==> src/rtl/chaser_pkg.sv <==
// Shared definitions for the LED chaser input stage: button FSM encoding,
// synchronizer depth and the board-clock debounce default.
package chaser_pkg;

  typedef enum logic [1:0] {
    IDLE        = 2'd0,
    PRESS_CHK   = 2'd1,
    HELD        = 2'd2,
    RELEASE_CHK = 2'd3
  } btn_state_t;

  localparam int SYNC_STAGES = 2;

  // 10 ms at a 100 MHz board clock.
  localparam int DEFAULT_DEBOUNCE_CYCLES = 1000000;

endpackage

==> src/rtl/sync_2ff.sv <==
// Two-flop synchronizer for a single asynchronous input into the clk domain.
// Reusable for any other asynchronous switch input of the chaser.
module sync_2ff
  import chaser_pkg::*;
(
    input  logic clk,
    input  logic reset,
    input  logic d,
    output logic q
);

    logic [SYNC_STAGES-1:0] sync_q;

    always_ff @(posedge clk) begin
        if (reset) begin
            sync_q <= '0;
        end else begin
            sync_q <= {sync_q[SYNC_STAGES-2:0], d};
        end
    end

    assign q = sync_q[SYNC_STAGES-1];

endmodule

==> src/rtl/button_conditioner.sv <==
// Debounces one raw push-button and produces a stable level, press/release
// strobes and a run level that toggles on each accepted press.
module button_conditioner
  import chaser_pkg::*;
#(
    parameter int DEBOUNCE_CYCLES = DEFAULT_DEBOUNCE_CYCLES,
    parameter int CNT_W           = 20,
    parameter bit BTN_ACTIVE_LOW  = 1'b0
) (
    input  logic clk,
    input  logic reset,
    input  logic raw_btn,
    output logic btn_stable,
    output logic press_pulse,
    output logic release_pulse,
    output logic run_level
);

    localparam logic [CNT_W-1:0] CNT_LAST = CNT_W'(DEBOUNCE_CYCLES - 1);

    logic             btn_in;
    logic             s;
    btn_state_t       state_q, state_d;
    logic [CNT_W-1:0] cnt_q, cnt_d;
    logic             press_q, press_d;
    logic             release_q, release_d;
    logic             run_q, run_d;

    // Polarity is normalised before synchronizing so the FSM always sees 1 = pressed.
    assign btn_in = BTN_ACTIVE_LOW ? ~raw_btn : raw_btn;

    sync_2ff u_sync (
        .clk   (clk),
        .reset (reset),
        .d     (btn_in),
        .q     (s)
    );

    always_ff @(posedge clk) begin
        if (reset) begin
            state_q   <= IDLE;
            cnt_q     <= '0;
            press_q   <= 1'b0;
            release_q <= 1'b0;
            run_q     <= 1'b0;
        end else begin
            state_q   <= state_d;
            cnt_q     <= cnt_d;
            press_q   <= press_d;
            release_q <= release_d;
            run_q     <= run_d;
        end
    end

    always_comb begin
        state_d   = state_q;
        cnt_d     = cnt_q;
        press_d   = 1'b0;
        release_d = 1'b0;
        run_d     = run_q;
        case (state_q)
            IDLE: begin
                if (s) begin
                    state_d = PRESS_CHK;
                    cnt_d   = '0;
                end
            end
            PRESS_CHK: begin
                if (!s) begin
                    state_d = IDLE;
                    cnt_d   = '0;
                end else if (cnt_q == CNT_LAST) begin
                    state_d = HELD;
                    cnt_d   = '0;
                    press_d = 1'b1;
                    run_d   = ~run_q;
                end else begin
                    cnt_d = cnt_q + CNT_W'(1);
                end
            end
            HELD: begin
                if (!s) begin
                    state_d = RELEASE_CHK;
                    cnt_d   = '0;
                end
            end
            RELEASE_CHK: begin
                if (s) begin
                    state_d = HELD;
                    cnt_d   = '0;
                end else if (cnt_q == CNT_LAST) begin
                    state_d   = IDLE;
                    cnt_d     = '0;
                    release_d = 1'b1;
                end else begin
                    cnt_d = cnt_q + CNT_W'(1);
                end
            end
            default: begin
                state_d = IDLE;
                cnt_d   = '0;
            end
        endcase
    end

    // The button counts as pressed from acceptance until the release is accepted.
    assign btn_stable    = (state_q == HELD) || (state_q == RELEASE_CHK);
    assign press_pulse   = press_q;
    assign release_pulse = release_q;
    assign run_level     = run_q;

endmodule

==> config.mk <==
export PLATFORM = sky130hd
export DESIGN_NAME = button_conditioner
export DESIGN_NICKNAME = d
export VERILOG_FILES = /design/src/rtl/chaser_pkg.sv /design/src/rtl/sync_2ff.sv /design/src/rtl/button_conditioner.sv
export SDC_FILE = /design/constraint.sdc
export NUM_CORES = 1
export LEC_CHECK = 0
export CORE_ASPECT_RATIO = 0.7
export CORE_UTILIZATION = 45
export CTS_BUF_LIST = sky130_fd_sc_hd__clkbuf_16
export DETAILED_ROUTE_END_ITERATION = 8
export PLACE_DENSITY = 0.69
export SLEW_MARGIN = 30
export SYNTH_ARGS = -nofsm -noshare
export SYNTH_HDL_FRONTEND = slang
export SYNTH_SLANG_ARGS = --single-unit
==> constraint.sdc <==
create_clock -name clk -period 2.72 [get_ports clk]
set_input_delay 0.272 -clock clk [delete_from_list [all_inputs] [get_ports clk]]
set_output_delay 0.272 -clock clk [all_outputs]
set_load 0.05 [all_outputs]
==> impl_metrics.xml <==
<?xml version="1.0" encoding="UTF-8"?>
<metrics>
  <group name="worst_setup_path">
    <metric name="worstPathArrival" unit="ns">2.63</metric>
    <metric name="setup.reg_to_reg.worst_slack" unit="ns">0.27</metric>
    <metric name="setup.worst_path.end_class" unit="">flip-flop</metric>
    <metric name="critPathMaxFanout" unit="">16</metric>
    <metric name="critPathKind" unit="">flip-flop to flip-flop</metric>
    <metric name="cp-start-kind" unit="">flip-flop</metric>
    <metric name="timing.critical_path.required" unit="ns">2.90</metric>
  </group>
  <group name="global_route">
    <metric name="antenna_found_initial" unit="">0</metric>
    <metric name="gr-total-overflow" unit="">0</metric>
    <metric name="via_count_of_the_first_global_routing_pass" unit="">903</metric>
    <metric name="maximum_number_of_pins_on_one_net_before_global_route_repair" unit="">17</metric>
    <metric name="grtUsageTotal" unit="">0.201</metric>
    <metric name="grt_pass1_wl" unit="um">4550</metric>
  </group>
  <group name="clock_tree">
    <metric name="clkLatencyLatePin" unit="ns">0.26</metric>
    <metric name="cts_max_level" unit="">1</metric>
    <metric name="clock_sinks" unit="">27</metric>
    <metric name="cts_resized" unit="">0</metric>
    <metric name="cts_hold_repair.buffers" unit="">0</metric>
    <metric name="path_clk_slew" unit="ns">0.06</metric>
    <metric name="cts_buffers" unit="">3</metric>
    <metric name="clk_root_buffer_cell" unit="">sky130_fd_sc_hd__clkbuf_16</metric>
    <metric name="postCtsSetupRepairBufs" unit="">0</metric>
    <metric name="cts_tree" unit="">done</metric>
    <metric name="max_clock_buf_depth" unit="">2</metric>
  </group>
  <group name="cells_and_area">
    <metric name="syn_to_final_growth" unit="%">13.0</metric>
    <metric name="mostFrequentLayoutCell" unit="">sky130_fd_sc_hd__dfxtp_1</metric>
    <metric name="antenna_cells_inserted" unit="">0</metric>
    <metric name="finish.cell_count_without_fillers" unit="">187</metric>
    <metric name="utilization" unit="">0.536</metric>
    <metric name="final_nets" unit="">156</metric>
    <metric name="fill_cells" unit="">262</metric>
    <metric name="seq_area" unit="um^2">541</metric>
    <metric name="multi_input_combinational_cell_area" unit="um^2">743</metric>
    <metric name="post_route_cells_drive_above_1_share" unit="">0.0927</metric>
    <metric name="layout.cells.most_common_list" unit="">27 x sky130_fd_sc_hd__dfxtp_1, 15 x sky130_fd_sc_hd__nand2_1, 12 x sky130_fd_sc_hd__a31oi_1</metric>
    <metric name="layout.cell_area.non_filler" unit="um^2">1490</metric>
  </group>
  <group name="place">
    <metric name="dpl.cell_count" unit="">183</metric>
    <metric name="gp_congestion" unit="">0.794</metric>
    <metric name="portBuffers" unit="">6</metric>
    <metric name="dp.final_hpwl" unit="um">1930</metric>
    <metric name="placement.cell_area" unit="um^2">1410</metric>
  </group>
  <group name="pwr">
    <metric name="vdd.ir_drop.worst" unit="mV">0.247</metric>
    <metric name="p_leak" unit="nW">0.557</metric>
    <metric name="power-per-cell-area" unit="nW/um^2">502</metric>
  </group>
  <group name="sta">
    <metric name="skew" unit="ns">0.00411</metric>
    <metric name="finalSetupViolations" unit="">0</metric>
    <metric name="relSlewSlack" unit="">0.374</metric>
    <metric name="whs" unit="ns">0.445</metric>
    <metric name="achievable-frequency" unit="GHz">0.408</metric>
    <metric name="final_period_minus_worst_setup_slack" unit="ns">2.45</metric>
    <metric name="final-max-slew-violation-count" unit="">0</metric>
    <metric name="tns" unit="ns">0</metric>
    <metric name="layout_worst_path_cycle_share" unit="">0.901</metric>
    <metric name="worst-slew-pin-transition" unit="ns">0.937</metric>
    <metric name="grt_setup_unrepaired" unit="">false</metric>
    <metric name="timing.final.hold_violations" unit="">0</metric>
  </group>
  <group name="drt">
    <metric name="via_cell_ratio" unit="">5.93</metric>
    <metric name="drt_first_pass_iters" unit="">4</metric>
    <metric name="drtIter0Drc" unit="">120</metric>
    <metric name="route.detailed.drc" unit="">0</metric>
    <metric name="final_antenna_net_count" unit="">0</metric>
    <metric name="route.final.wire_length" unit="um">2720</metric>
    <metric name="drt-wirelength-per-cell" unit="um">14.5</metric>
    <metric name="num_vias" unit="">1108</metric>
  </group>
  <group name="min_path">
    <metric name="hold_path_class" unit="">flip-flop to flip-flop</metric>
  </group>
  <group name="synth">
    <metric name="yosys_most_used_dff" unit="">sky130_fd_sc_hd__dfxtp_1</metric>
    <metric name="yosysSeqAreaShare" unit="">0.410</metric>
    <metric name="synth.ff_latch_count" unit="">27</metric>
    <metric name="synthesis.area_per_instance" unit="um^2">9.16</metric>
    <metric name="synthArstFlopShare" unit="">0</metric>
    <metric name="synth-edff-count" unit="">0</metric>
    <metric name="synthesis.instances" unit="">144</metric>
    <metric name="synth_nets" unit="">148</metric>
    <metric name="synth.distinct_cells" unit="">38</metric>
    <metric name="area_of_the_mapped_netlist" unit="um^2">1320</metric>
    <metric name="synth_warnings" unit="">0</metric>
  </group>
  <group name="job">
    <metric name="max-cap-violations" unit="">0</metric>
  </group>
  <group name="floorplan">
    <metric name="initial_core_util" unit="">0.474</metric>
    <metric name="die_outline_area" unit="um^2">3150</metric>
    <metric name="row_count" unit="">16</metric>
    <metric name="floorplan.die.height" unit="um">47.3</metric>
    <metric name="coreArea" unit="um^2">2780</metric>
    <metric name="top_level_ports" unit="">7</metric>
    <metric name="chipWidth" unit="um">66.7</metric>
  </group>
  <group name="run_status">
    <metric name="status" unit="">complete, no violations</metric>
  </group>
</metrics>
## through the flow
| step | setup slack, ns | total power (W) |
|---|---|---|
| global placement | 0.552 | 0.000429 |
| detailed placement | 0.402 | 0.000430 |
| finish | 0.269 | 0.000748 |
| global route | 0.156 | 0.000773 |
| CTS | 0.353 | 0.000753 |
| floorplan | 0.897 | 0.000421 |
## worst max-delay path, stage by stage (launching register included)
cell and delay [ns]:
sky130_fd_sc_hd__dfxtp_1 0.39, sky130_fd_sc_hd__xor2_1 0.45, sky130_fd_sc_hd__nand2_1 0.19, sky130_fd_sc_hd__a211oi_2 0.76, sky130_fd_sc_hd__buf_4 0.29, sky130_fd_sc_hd__a41oi_1 0.12, sky130_fd_sc_hd__a31oi_1 0.17
## final timing paths
path | depth (start not counted) | from | to
setup / recovery | 6 | flip-flop | cnt_q[19]$_SDFFE_PP0P_
hold / removal | 1 | u_sync.sync_q[0]$_SDFF_PP0_ | u_sync.sync_q[1]$_SDFF_PP0_
setup reg to reg | 6 | flip-flop | cnt_q[19]$_SDFFE_PP0P_
hold reg to reg | 1 | u_sync.sync_q[0]$_SDFF_PP0_ | u_sync.sync_q[1]$_SDFF_PP0_
## cell families (layout without fill, tap and decap cells)
logic type	count (synthesis)	in the layout	synth area share
simple gates	64	64	0.301
mux	2	2	0.0152
buf+inv	6	13	0.0342
compound gates	38	38	0.191
xor+xnor	6	6	0.0398
fa+ha+maj	1	1	0.00949
flops	27	27	0.410
## registers in the layout, indices dropped and copies added, names as in the netlist, named ones only
name / cells
state_q: 1
cnt_q: 20
u_sync.sync_q: 2
run_level: 1
release_pulse: 1
press_pulse: 1
## Yosys cell counts (2+ instances only)
master / number / share of area
sky130_fd_sc_hd__dfxtp_1: 27 / 0.41
sky130_fd_sc_hd__nand2_1: 15 / 0.043
sky130_fd_sc_hd__a31oi_1: 12 / 0.057
sky130_fd_sc_hd__nor2_1: 10 / 0.028
sky130_fd_sc_hd__a21oi_1: 8 / 0.030
sky130_fd_sc_hd__a22o_1: 8 / 0.053
sky130_fd_sc_hd__nand3_1: 8 / 0.030
sky130_fd_sc_hd__nor3_1: 5 / 0.019
sky130_fd_sc_hd__nand2b_1: 4 / 0.019
sky130_fd_sc_hd__xor2_1: 4 / 0.027
sky130_fd_sc_hd__a21o_1: 3 / 0.017
sky130_fd_sc_hd__and3_1: 3 / 0.014
sky130_fd_sc_hd__and4_1: 3 / 0.020
sky130_fd_sc_hd__buf_6: 3 / 0.026
sky130_fd_sc_hd__o21ai_0: 3 / 0.011
sky130_fd_sc_hd__clkbuf_1: 2 / 0.0057
sky130_fd_sc_hd__mux2i_1: 2 / 0.015
sky130_fd_sc_hd__nor2b_1: 2 / 0.0095
sky130_fd_sc_hd__or3_1: 2 / 0.0095
sky130_fd_sc_hd__xnor2_1: 2 / 0.013
## metal layers
metal	share of wire	GRT usage	wire, um	up-vias
met1	0.52	0.292	1400	519
met5	0	0	0	-
met4	0.0070	0.0511	19	0
met3	0.057	0.0583	156	2
met2	0.42	0.293	1140	32
li1	-	-	-	555
## area by class of cell
cell class,instances,area share
clock buffer,3,0.0504
tap,36,0.0302
multi-input combinational,111,0.499
sequential,27,0.363
timing repair buffer,9,0.0554
clock inverter,1,0.00252
## report_power, final
group / internal (W) / total (W) / switching, W / leakage (nW)
Combinational: 0.00000892 / 0.0000227 / 0.0000138 / 0.297
Clock: 0.000197 / 0.000326 / 0.000129 / 0.0423
Sequential: 0.000397 / 0.000399 / 0.00000173 / 0.218
Total: 0.000603 / 0.000748 / 0.000145 / 0.557
(Power assumes the default switching activity.)
